--- src/rtl/seg7_scan_driver.sv ---
// Time-multiplexed seven-segment driver: scans NUM_DIGITS anodes with a blanking guard,
// double-buffers the displayed value so updates land on frame boundaries, and suppresses leading zeros.
module seg7_scan_driver #(
  parameter int NUM_DIGITS   = 4,
  parameter int REFRESH_DIV  = 50000,
  parameter int BLANK_CYCLES = 2,
  parameter bit ACTIVE_LOW   = 1'b1
) (
  input  logic                    clk,
  input  logic                    reset,
  input  logic                    enable,
  input  logic                    load,
  input  logic [4*NUM_DIGITS-1:0] value,
  input  logic [NUM_DIGITS-1:0]   dp_in,
  input  logic                    lz_en,
  output logic [6:0]              seg,
  output logic                    dp,
  output logic [NUM_DIGITS-1:0]   an,
  output logic                    pending
);

  localparam int CW      = $clog2(REFRESH_DIV);
  localparam int IW      = (NUM_DIGITS > 1) ? $clog2(NUM_DIGITS) : 1;
  localparam int LIT_END = REFRESH_DIV - BLANK_CYCLES;
  localparam logic [CW-1:0] CNT_LAST = CW'(REFRESH_DIV - 1);
  localparam logic [IW-1:0] IDX_LAST = IW'(NUM_DIGITS - 1);

  typedef enum logic {IDLE, SCAN} state_e;

  state_e                  state_q;
  logic [CW-1:0]           cnt_q;
  logic [IW-1:0]           idx_q;
  logic [4*NUM_DIGITS-1:0] com_val_q, pend_val_q;
  logic [NUM_DIGITS-1:0]   com_dp_q, pend_dp_q;
  logic                    pending_q;
  logic [6:0]              seg_q;
  logic                    dp_q;
  logic [NUM_DIGITS-1:0]   an_q;

  logic [NUM_DIGITS-1:0]   lz_blank;
  logic                    lit, frame_end;
  logic [3:0]              cur_nib;
  logic [6:0]              seg_d;
  logic                    dp_d;
  logic [NUM_DIGITS-1:0]   an_d;

  function automatic logic [6:0] seg7_font(input logic [3:0] nib);
    case (nib)
      4'h0: return 7'h7E;
      4'h1: return 7'h30;
      4'h2: return 7'h6D;
      4'h3: return 7'h79;
      4'h4: return 7'h33;
      4'h5: return 7'h5B;
      4'h6: return 7'h5F;
      4'h7: return 7'h70;
      4'h8: return 7'h7F;
      4'h9: return 7'h7B;
      4'hA: return 7'h77;
      4'hB: return 7'h1F;
      4'hC: return 7'h4E;
      4'hD: return 7'h3D;
      4'hE: return 7'h4F;
      default: return 7'h47;
    endcase
  endfunction

  // A digit is blanked when it and every digit above it are zero; digit 0 is never blanked.
  always_comb begin
    logic zeros_above;
    // NOTE: every always_comb output gets a default first so no path leaves it unassigned (latch).
    lz_blank    = '0;
    zeros_above = 1'b1;
    for (int i = NUM_DIGITS - 1; i > 0; i--) begin
      zeros_above = zeros_above && (com_val_q[4*i +: 4] == 4'h0);
      lz_blank[i] = zeros_above;
    end
  end

  always_comb begin
    lit       = (state_q == SCAN) && enable && (int'(cnt_q) < LIT_END);
    frame_end = (state_q == SCAN) && enable && (cnt_q == CNT_LAST) && (idx_q == IDX_LAST);
    cur_nib   = com_val_q[4*idx_q +: 4];
    seg_d     = 7'h00;
    dp_d      = 1'b0;
    an_d      = '0;
    if (lit) begin
      seg_d = (lz_en && lz_blank[idx_q]) ? 7'h00 : seg7_font(cur_nib);
      dp_d  = com_dp_q[idx_q];
      an_d  = NUM_DIGITS'(1) << idx_q;
    end
  end

  always_ff @(posedge clk) begin
    if (reset) begin
      // NOTE: sequential state uses non-blocking assignments so every flop samples pre-edge values.
      state_q    <= IDLE;
      cnt_q      <= '0;
      idx_q      <= '0;
      com_val_q  <= '0;
      com_dp_q   <= '0;
      pend_val_q <= '0;
      pend_dp_q  <= '0;
      pending_q  <= 1'b0;
      seg_q      <= {7{ACTIVE_LOW}};
      dp_q       <= ACTIVE_LOW;
      an_q       <= {NUM_DIGITS{ACTIVE_LOW}};
    end else begin
      seg_q <= seg_d ^ {7{ACTIVE_LOW}};
      dp_q  <= dp_d ^ ACTIVE_LOW;
      an_q  <= an_d ^ {NUM_DIGITS{ACTIVE_LOW}};

      case (state_q)
        IDLE: begin
          cnt_q <= '0;
          idx_q <= '0;
          if (enable) state_q <= SCAN;
        end
        SCAN: begin
          if (!enable) begin
            state_q <= IDLE;
            cnt_q   <= '0;
            idx_q   <= '0;
          end else if (cnt_q == CNT_LAST) begin
            cnt_q <= '0;
            idx_q <= (idx_q == IDX_LAST) ? '0 : idx_q + 1'b1;
          end else begin
            cnt_q <= cnt_q + 1'b1;
          end
        end
        default: state_q <= IDLE;
      endcase

      if (load) begin
        pend_val_q <= value;
        pend_dp_q  <= dp_in;
      end

      // Loads bypass the pending buffer when idle or exactly on a frame boundary.
      if (load && (state_q == IDLE || frame_end)) begin
        com_val_q <= value;
        com_dp_q  <= dp_in;
        pending_q <= 1'b0;
      end else if (frame_end && pending_q) begin
        com_val_q <= pend_val_q;
        com_dp_q  <= pend_dp_q;
        pending_q <= 1'b0;
      end else if (load) begin
        pending_q <= 1'b1;
      end
    end
  end

  assign seg     = seg_q;
  assign dp      = dp_q;
  assign an      = an_q;
  assign pending = pending_q;

endmodule

--- config.mk ---
export PLATFORM = sky130hd
export DESIGN_NAME = seg7_scan_driver
export DESIGN_NICKNAME = d
export VERILOG_FILES = /design/src/rtl/seg7_scan_driver.sv
export SDC_FILE = /design/constraint.sdc
export NUM_CORES = 1
export LEC_CHECK = 0
export BUFFER_PORTS_ARGS = -buffer_cell sky130_fd_sc_hd__buf_2
export CAP_MARGIN = 5
export CORE_ASPECT_RATIO = 0.8
export CORE_MARGIN = 2
export CORE_UTILIZATION = 35
export DETAILED_ROUTE_END_ITERATION = 12
export GPL_TIMING_DRIVEN = 0
export PLACE_DENSITY = 0.54
export SYNTH_ARGS = -nofsm -noshare
export SYNTH_HDL_FRONTEND = slang
export SYNTH_SLANG_ARGS = --single-unit
export TNS_END_PERCENT = 50
--- constraint.sdc ---
create_clock -name clk -period 2 [get_ports clk]
set_input_delay 0.1 -clock clk [delete_from_list [all_inputs] [get_ports clk]]
set_output_delay 0.1 -clock clk [all_outputs]
set_load 0.01 [all_outputs]
== Word level (Yosys, flattened, before mapping) ==
Memories as Yosys holds them, arrays and structs flattened.
Index checks and enable logic that the tools add are counted.

* $add $sub $neg: 2
* Order comparisons: 2
* Equal/unequal tests: 3
* Shift-type cells: 2
* Muxes and demuxes: 20
* Bitwise gates (word level): 4
* Reductions and logical operators: 15

{| class="wikitable"
|+ Operator list
! kind !! number
|-
| 16-bit 2-to-1 mux || 4
|-
| 16-bit case mux with 2 select lines || 1
|-
| 16-bit by 1-bit adder with 16-bit output, second input constant || 1
|-
| 16-bit equality test, second input constant || 1
|-
| 16-bit < comparator, second input constant || 1
|-
| 16-bit by 5-bit variable part select with 4-bit output || 1
|-
| 7-bit 2-to-1 mux || 2
|-
| 4-bit zero test || 3
|-
| 4-bit 2-to-1 mux || 3
|-
| 1-bit logical AND || 9
|-
| 7-bit inverter || 1
|-
| 2-bit 2-to-1 mux || 3
|-
| 1-bit binary-select mux with 2-bit select || 2
|-
| 1-bit 2-to-1 mux || 4
|-
| 4-bit inverter || 1
|-
| 2-bit case mux with 2 select lines || 1
|-
| 1-bit by 2-bit left shift with 4-bit output, first input constant || 1
|-
| 2-bit by 3-bit < comparator with 1-bit output, second input constant || 1
|-
| 3-bit by 2-bit != test with 1-bit output, second input constant || 1
|-
| 3-bit OR reduction || 1
|-
| 2-bit by 1-bit adder with 2-bit output, second input constant || 1
|-
| 2-bit equality test, second input constant || 1
|-
| 1-bit inverter || 2
|-
| 2-bit nonzero test || 1
|-
| 1-bit logical OR || 1
|}

* Register bits after elaboration: 72
* ROM bits: 112
* Input port bits: 25
* Output and inout port bits: 13
* Logic and storage cells: 60
* Memories kept: 1

{| class="wikitable"
|+ Memory list
! memory !! depth !! bits a word !! read ports !! clocked after memory_dff !! write ports !! RTL line !! RTL
|-
| (name not given) || 16 || 7 || 1 || 0 || 0 || 48 || <nowiki>case (nib)</nowiki>
|}

== Longest topological paths before layout ==
Gate-level depths: netlist of the first run.

* Depth in word-level cells: 9
* Depth in mapped cells: 8

== Worst setup path after synthesis of the first run ==
Ideal clock, no wire load.

* Kind: reg-to-reg
* Start: register idx_q[0]
* End: register seg_q[3] (netlist: seg[3])
* Data arrival time: 1.955 ns
* Data required time: 1.881 ns
* Setup slack: -0.075 ns
* Stages on the path, launching flop included: 8
* Path through: dfxtp_1 buf_4 mux4_2 inv_1 ha_1 inv_1 mux4_2 nand2b_1

* Word-level cells in the longest chain between the ends: 6
* Elaborated cells between the ends (all ways): 8
* Classes of those cells: shift (1); mux (4); bitwise (1); reduce/logical (1); memory (1)

{| class="wikitable"
|+ Ends and longest elaborated chain
! element !! RTL line !! RTL
|-
| from (decl) || 32 || <nowiki>logic [IW-1:0] idx_q;</nowiki>
|-
| from (signal assigned) || 126 || <nowiki>idx_q <= (idx_q == IDX_LAST) ? '0 : idx_q + 1'b1;</nowiki>
|-
| branches (longest 3 deep; another with memory read 16 x 7 bit) || - ||
|-
| 7-bit 2-to-1 mux (*) || 88 || <nowiki>seg_d = (lz_en && lz_blank[idx_q]) ? 7'h00 : seg7_font(cur_nib);</nowiki>
|-
| 7-bit 2-to-1 mux (*) || 87 || <nowiki>if (lit) begin</nowiki>
|-
| 7-bit inverter (no line) (*) || - ||
|-
| to (signal assigned) || 105 || <nowiki>seg_q <= {7{ACTIVE_LOW}};</nowiki>
|-
| to (signal assigned) || 109 || <nowiki>seg_q <= seg_d ^ {7{ACTIVE_LOW}};</nowiki>
|-
| to (decl) || 36 || <nowiki>logic [6:0] seg_q;</nowiki>
|}

Mark *: on every way between the ends. The select of a mux whose other input is x is not followed.
A chain may end at the register's enable or synchronous reset.

== Worst setup path after layout of the first run ==
Same ends and word-level chain as after synthesis.

==> results of run 1 <==
registers in the layout (all words and copies together), names as in the netlist:
| register | count |
|---|---|
| an | 4 |
| cnt_q | 16 |
| com_dp_q | 4 |
| com_val_q | 16 |
| dp | 1 |
| idx_q | 2 |
| pend_dp_q | 4 |
| pend_val_q | 16 |
| pending | 1 |
| seg | 7 |
| state_q | 1 |
per-layer routing:
metal / up-vias / wire length [um] / part of all wire / GRT usage
met5: - / 0 / 0 / 0
met4: 0 / 82 / 0.011 / 0.04776
met3: 7 / 376 / 0.052 / 0.05503
met2: 54 / 3145 / 0.43 / 0.2086
met1: 1186 / 3656 / 0.50 / 0.2110
li1: 1332 / - / - / -
worst max-delay path, delay by kind of cell (launching register included):
kind / cells / cell delay, ns
DFF: 1 / 0.34
muxes: 2 / 1.03
and+or+nand+nor: 1 / 0.15
adders and majority gates: 1 / 0.13
buffers and inverters: 3 / 0.25
worst paths after layout:
check           start             to  slack, ns  cells past startpoint
max          idx_q[0]         seg[3]      -0.01                      7
min          value[6]  pend_val_q[6]       0.03                      3
max reg2reg  idx_q[0]         seg[3]      -0.01                      7
min reg2reg  cnt_q[0]       cnt_q[0]       0.47                      1
metrics by stage:
stage,instances,area (sq um)
floorplan,355,3313
global placement,505,3632
detailed placement,505,3632
CTS,528,4013
global route,529,4076
finish,529,4076
layout make-up:
class	count	share of cell area
plain buffers	23	0.04021
clock buffers	13	0.06139
clock inverters	3	0.01596
inverters	9	0.008287
multi-input cells	250	0.4254
flip-flops and latches	72	0.3539
well taps	115	0.03530
repair buffers	44	0.05955
what timing repair did:
| item | CTS | global route |
|---|---|---|
| endpoints found under the setup margin | 8 | 34 |
| pin swaps | 0 | 2 |
| buffers inserted | 7 | 2 |
| resized for setup | 6 | 13 |
power by group:
part	switching [W]	internal [W]
Clock	0.000574	0.00112
Combinational	0.000164	0.000142
Sequential	0.0000372	0.00150
cells by family (layout without fill, tap and decap cells):
| family | count (synthesis) | count (layout) | share of synthesized area |
|---|---|---|---|
| buffers and inverters | 33 | 92 | 0.05185 |
| AOI/OAI and AO/OA | 42 | 42 | 0.1037 |
| adders and majority gates | 11 | 11 | 0.04163 |
| muxes | 29 | 29 | 0.1105 |
| and+or+nand+nor | 157 | 157 | 0.2271 |
| xor gates and xnor gates | 11 | 11 | 0.02914 |
| DFF | 72 | 72 | 0.4360 |
placed cells by master (no fill, tap or decap), drive strengths merged, types with 3 or more instances in the layout:
cell type | Yosys | layout
and4 | 3 | 3
and3 | 4 | 4
a21oi | 7 | 7
nand3 | 6 | 6
dfxtp | 72 | 72
mux2i | 23 | 23
ha | 11 | 11
inv | 9 | 9
nand2 | 60 | 60
o21ai | 7 | 7
buf | 13 | 57
nand4 | 3 | 3
mux4 | 6 | 6
or3 | 3 | 3
a311oi | 20 | 20
clkbuf | 11 | 23
xnor2 | 4 | 4
nor4 | 5 | 5
o211ai | 4 | 4
xor2 | 7 | 7
nor2 | 62 | 62
==> metrics.cfg, run 1 <==
[status]
status = finished with violations
violations = negative setup slack

[yosys]
syn-num-nets = 391
synth_largest_area_cell = dfxtp_1
ys_ff_latch = 72
async_flop_share = 0
ys_top_cells_by_area = dfxtp_1, mux2i_1, nand2_1
yosysSeqAreaShare = 0.4360
synthDistinctLibCells = 40
yosysMostFrequentCell = dfxtp_1
ys.flop_type = dfxtp_1
synthCells = 355
synth_top_cell_area_share = 0.4360
synth_area_sq_um = 3306
yosysWarnings = 0
synth_edf_count = 0
syn_area_per_cell_sq_um = 9.312
yosys-top-cells-count = dfxtp_1, nand2_1, nor2_1, mux2i_1

[finish]
utilization = 0.4472
syn2layout_area_growth_pct = 23.32
fillCellCount = 912
multi_input_comb_area_sq_um = 1734
regArea_sq_um = 1443
finalNetCount = 445
drive_gt1_frac = 0.2729
num_antenna_cells = 0

[drt]
drt_wl_total_um = 7261
drt-pass1-iter-count = 4
drc = 0
vias = 2579
wire_per_inst_um = 13.73
drtIter0Drc = 128
ant_nets = 0
avgViaCountPerCell = 4.875

[place]
dpl.hpwl_um = 5142
io_buffers = 35
globalplace.congestion = 0.8073
post-place-ws_ns = -0.2390

[sta]
min_period_ns = 2.014
setup_viol = 1
rsz0062_at_grt = true
hold_ws_ns = 0.02991
tightest_slew_ns = 0.7645
clock.fmax_mhz = 496.5
report.final.slew_viol_count = 0
fin_skew_ns = 0.006302
fin_ws_ns = -0.01394
fin_setup_tns_ns = -0.01394
finalHoldViolCount = 0
slew_headroom = 0.4903
period_share = 1.007

[worst_setup_path]
crit_type = flop to flop
cp_common_cell = mux4_2
crit_fanout = 4
critPathMaxStageDelay_ns = 0.58
cp_data_required_time_ns = 2.23
startpoint_type = flop
cp_cell_sequence = buf_8 > mux4_2 > inv_2 > ha_4 > inv_1 > mux4_2 > nand2b_4
end_kind = flop
slowest_stage = mux4_2
cp.arrival_ns = 2.24

[global_routing]
gr-total-overflow = 0
grt_pass1_wl_um = 12030
grtUsageTotal = 0.1491
grt_max_degree = 12
grt_pass1_vias = 2453
grt_antenna_before_repair = 0

[power]
p_per_area_nw_per_um2 = 868.3
total_power_w = 0.003539
leakagePower_nw = 1.542
ir_drop_mv = 0.4560

[cts]
cts_hold_buf = 0
clock_latency_ns = 0.33
cts_htree_levels = 3
cts-root-buf = clkbuf_16
clock_sinks = 72
tritoncts = yes
clk_pin_slew_ns = 0.06
clock_path_buffers = 2
numCtsBuffers = 9

[floorplan]
core_area_sq_um = 9115
start_util = 0.3627
die_w_um = 112.7
fp.dieH_um = 90.93
ioPinCount = 38
die_area_sq_um = 10240
num_rows = 31

[worst_hold_path]
hp-class = input pin to flop

[run]
max_cap_violations = 0

Power figures use the tool's default switching activity.
==> run 2, diff against run 1 <==
Settings changed: CORE_ASPECT_RATIO 0.8 to unset.
==> run 2 against run 1 <==
Effect of this change: the flow now finishes without violations; utilization fell by 2.1 points; fmax rose by 1.1%; critical path type unchanged; via count fell by 1.0%; critical path depth did not move; largest power group is now registers; highest routed layer unchanged; largest cell class unchanged.
==> metrics.cfg, run 2 (synthesized netlist as in run 1, its figures left out) <==
[finish]
design_area_sq_um = 3920  ; -3.8%
layout_common_cells = dfxtp_1, nand2_1, nor2_1
reg_top3 = cnt_q x16, com_val_q x16, pend_val_q x16
syn2layout_area_growth_pct = 18.58
fillCellCount = 911  ; -0.11%
final_common_cell = dfxtp_1
finalNetCount = 443  ; -0.45%
num_antenna_cells = 0  ; unchanged
drive_gt1_frac = 0.2840  ; +0.01103

[sta]
setup_viol = 0  ; -1
min_period_ns = 1.991  ; -0.02247 ns
report.final.slew_viol_count = 0  ; unchanged
tightest_slew_ns = 0.7831  ; +0.01861 ns
finalHoldViolCount = 0  ; unchanged
period_share = 0.9957  ; -0.01123
fin_setup_tns_ns = 0  ; +0.01394 ns
rsz0062_at_grt = true
clock.fmax_mhz = 502.1  ; +1.1%
fin_skew_ns = 0.008495  ; +0.002193 ns
slew_headroom = 0.4779  ; -0.01241

[drt]
vias = 2552  ; -1.0%
wire_per_inst_um = 13.71  ; -0.13%
drtIter0Drc = 75  ; -41%
drt_wl_total_um = 7169  ; -1.3%
drc = 0  ; unchanged
ant_nets = 0  ; unchanged
avgViaCountPerCell = 4.880  ; about the same
drt-pass1-iter-count = 4  ; unchanged

[worst_setup_path]
cp.depth = 7  ; unchanged
slowest_stage = mux4_2
rr_worst_depth = 7  ; unchanged
worst-r2r-setup-slack_ns = 0.009  ; +0.02 ns
end_kind = flop
crit_family = multiplexers
critPathMaxStageDelay_ns = 0.58  ; about the same
cp_data_required_time_ns = 2.24  ; about the same
critical_path_buf_inv_count = 3  ; unchanged
cp_cell_sequence = buf_8 > mux4_2 > inv_2 > ha_4 > inv_2 > mux4_2 > nand2b_4
cp.arrival_ns = 2.23  ; about the same
crit_fanout = 5  ; +1
crit_type = flop to flop
startpoint_type = flop

[cts]
clk_pin_slew_ns = 0.08  ; +0.02 ns
cts-root-buf = clkbuf_8
cts_htree_levels = 3  ; unchanged
tritoncts = yes
numCtsBuffers = 9  ; unchanged
clock_path_buffers = 2  ; unchanged
clock_sinks = 72  ; unchanged
clock_latency_ns = 0.34  ; about the same
cts_hold_buf = 0  ; unchanged

[status]
status = completed

[global_routing]
grt_pass1_wl_um = 11630  ; -3.4%
grt_max_degree = 13  ; +1
grt_antenna_before_repair = 0  ; unchanged
grtUsageTotal = 0.1458  ; -0.003328
gr-total-overflow = 0  ; unchanged
grt_pass1_vias = 2462  ; +0.37%

[run]
max_cap_violations = 0  ; unchanged

[place]
place_area_sq_um = 3627  ; -0.14%
io_buffers = 35  ; unchanged
globalplace.congestion = 0.8183  ; +1.4%
dpl.hpwl_um = 5109  ; -0.65%

[floorplan]
fp.dieH_um = 101.2  ; +11%
die_w_um = 101.2  ; -10%
start_util = 0.3595  ; -0.003207
num_rows = 35  ; +13%
die_area_sq_um = 10240  ; about the same
ioPinCount = 38  ; unchanged
core_area_sq_um = 9196  ; +0.89%

[power]
p_per_area_nw_per_um2 = 732.0  ; -16%
ir_drop_mv = 0.2921  ; -36%
total_power_w = 0.002870  ; -19%
leakagePower_nw = 1.471  ; -4.6%

[worst_hold_path]
min_path_cells = 3  ; unchanged
hp-class = input pin to flop

-- run 2: path summary, 6_finish.rpt --
path / startpoint / endpoint
worst max-delay path: idx_q[0] / seg[3]
worst min-delay path: value[5] / pend_val_q[5]
worst min register to register: cnt_q[0] / cnt_q[0]
worst max register to register: idx_q[0] / seg[3]
-- run 2: through the flow --
step | setup WS [ns] | hold slack (ns) | std cells | util
final | 0.008528 | 0.02035 | 523 | 0.4263
after global routing | -0.05026 | 0.02917 | 523 | 0.4263
after CTS | -0.03029 | 0.009780 | 523 | 0.4201
after detailed placement | -0.2133 | 0.3754 | 501 | 0.3944
after global placement | -0.1694 | 0.3643 | 501 | 0.3944
after floorplan | 0.01490 | 0.2472 | 355 | -
-- run 2: worst min-delay path: stages --
cell and delay [ns]:
buf_2 0.09, mux2i_1 0.06, nor2_1 0.07
-- run 2: final cells by class --
type,count,area [sq um],share of cell area
Timing Repair Buffer,42,227.7,0.05809
Inverter,9,33.78,0.008618
Tap cell,111,138.9,0.03543
Clock buffer,11,141.4,0.03607
Sequential cell,72,1445,0.3687
Buffer,23,160.2,0.04086
Multi-Input combinational cell,250,1740,0.4440
Clock inverter,5,32.53,0.008299
-- run 2: power breakdown --
part / switching, W / total (W) / leakage [nW] / internal, W
Clock: 0.000553 / 0.00104 / 0.0930 / 0.000483
Sequential: 0.0000379 / 0.00153 / 0.592 / 0.00150
Combinational: 0.000161 / 0.000301 / 0.786 / 0.000140
Total: 0.000752 / 0.00287 / 1.47 / 0.00212
-- run 2: per-layer routing --
metal / up-vias / track usage / part of all wire
li1: 1328 / - / -
met1: 1183 / 0.1960 / 0.51
met2: 35 / 0.2354 / 0.45
met3: 6 / 0.03037 / 0.025
met4: 0 / 0.04678 / 0.013
met5: - / 0 / 0
-- run 2: repair_timing --
| item | in CTS | in global routing |
|---|---|---|
| gates resized for setup | 7 | 15 |
| gates cloned | 0 | 0 |
| hold endpoints to repair | 0 | 0 |
| setup buffers | 6 | 1 |
| endpoints found under the setup margin | 17 | 34 |
| pin swaps | 1 | 1 |
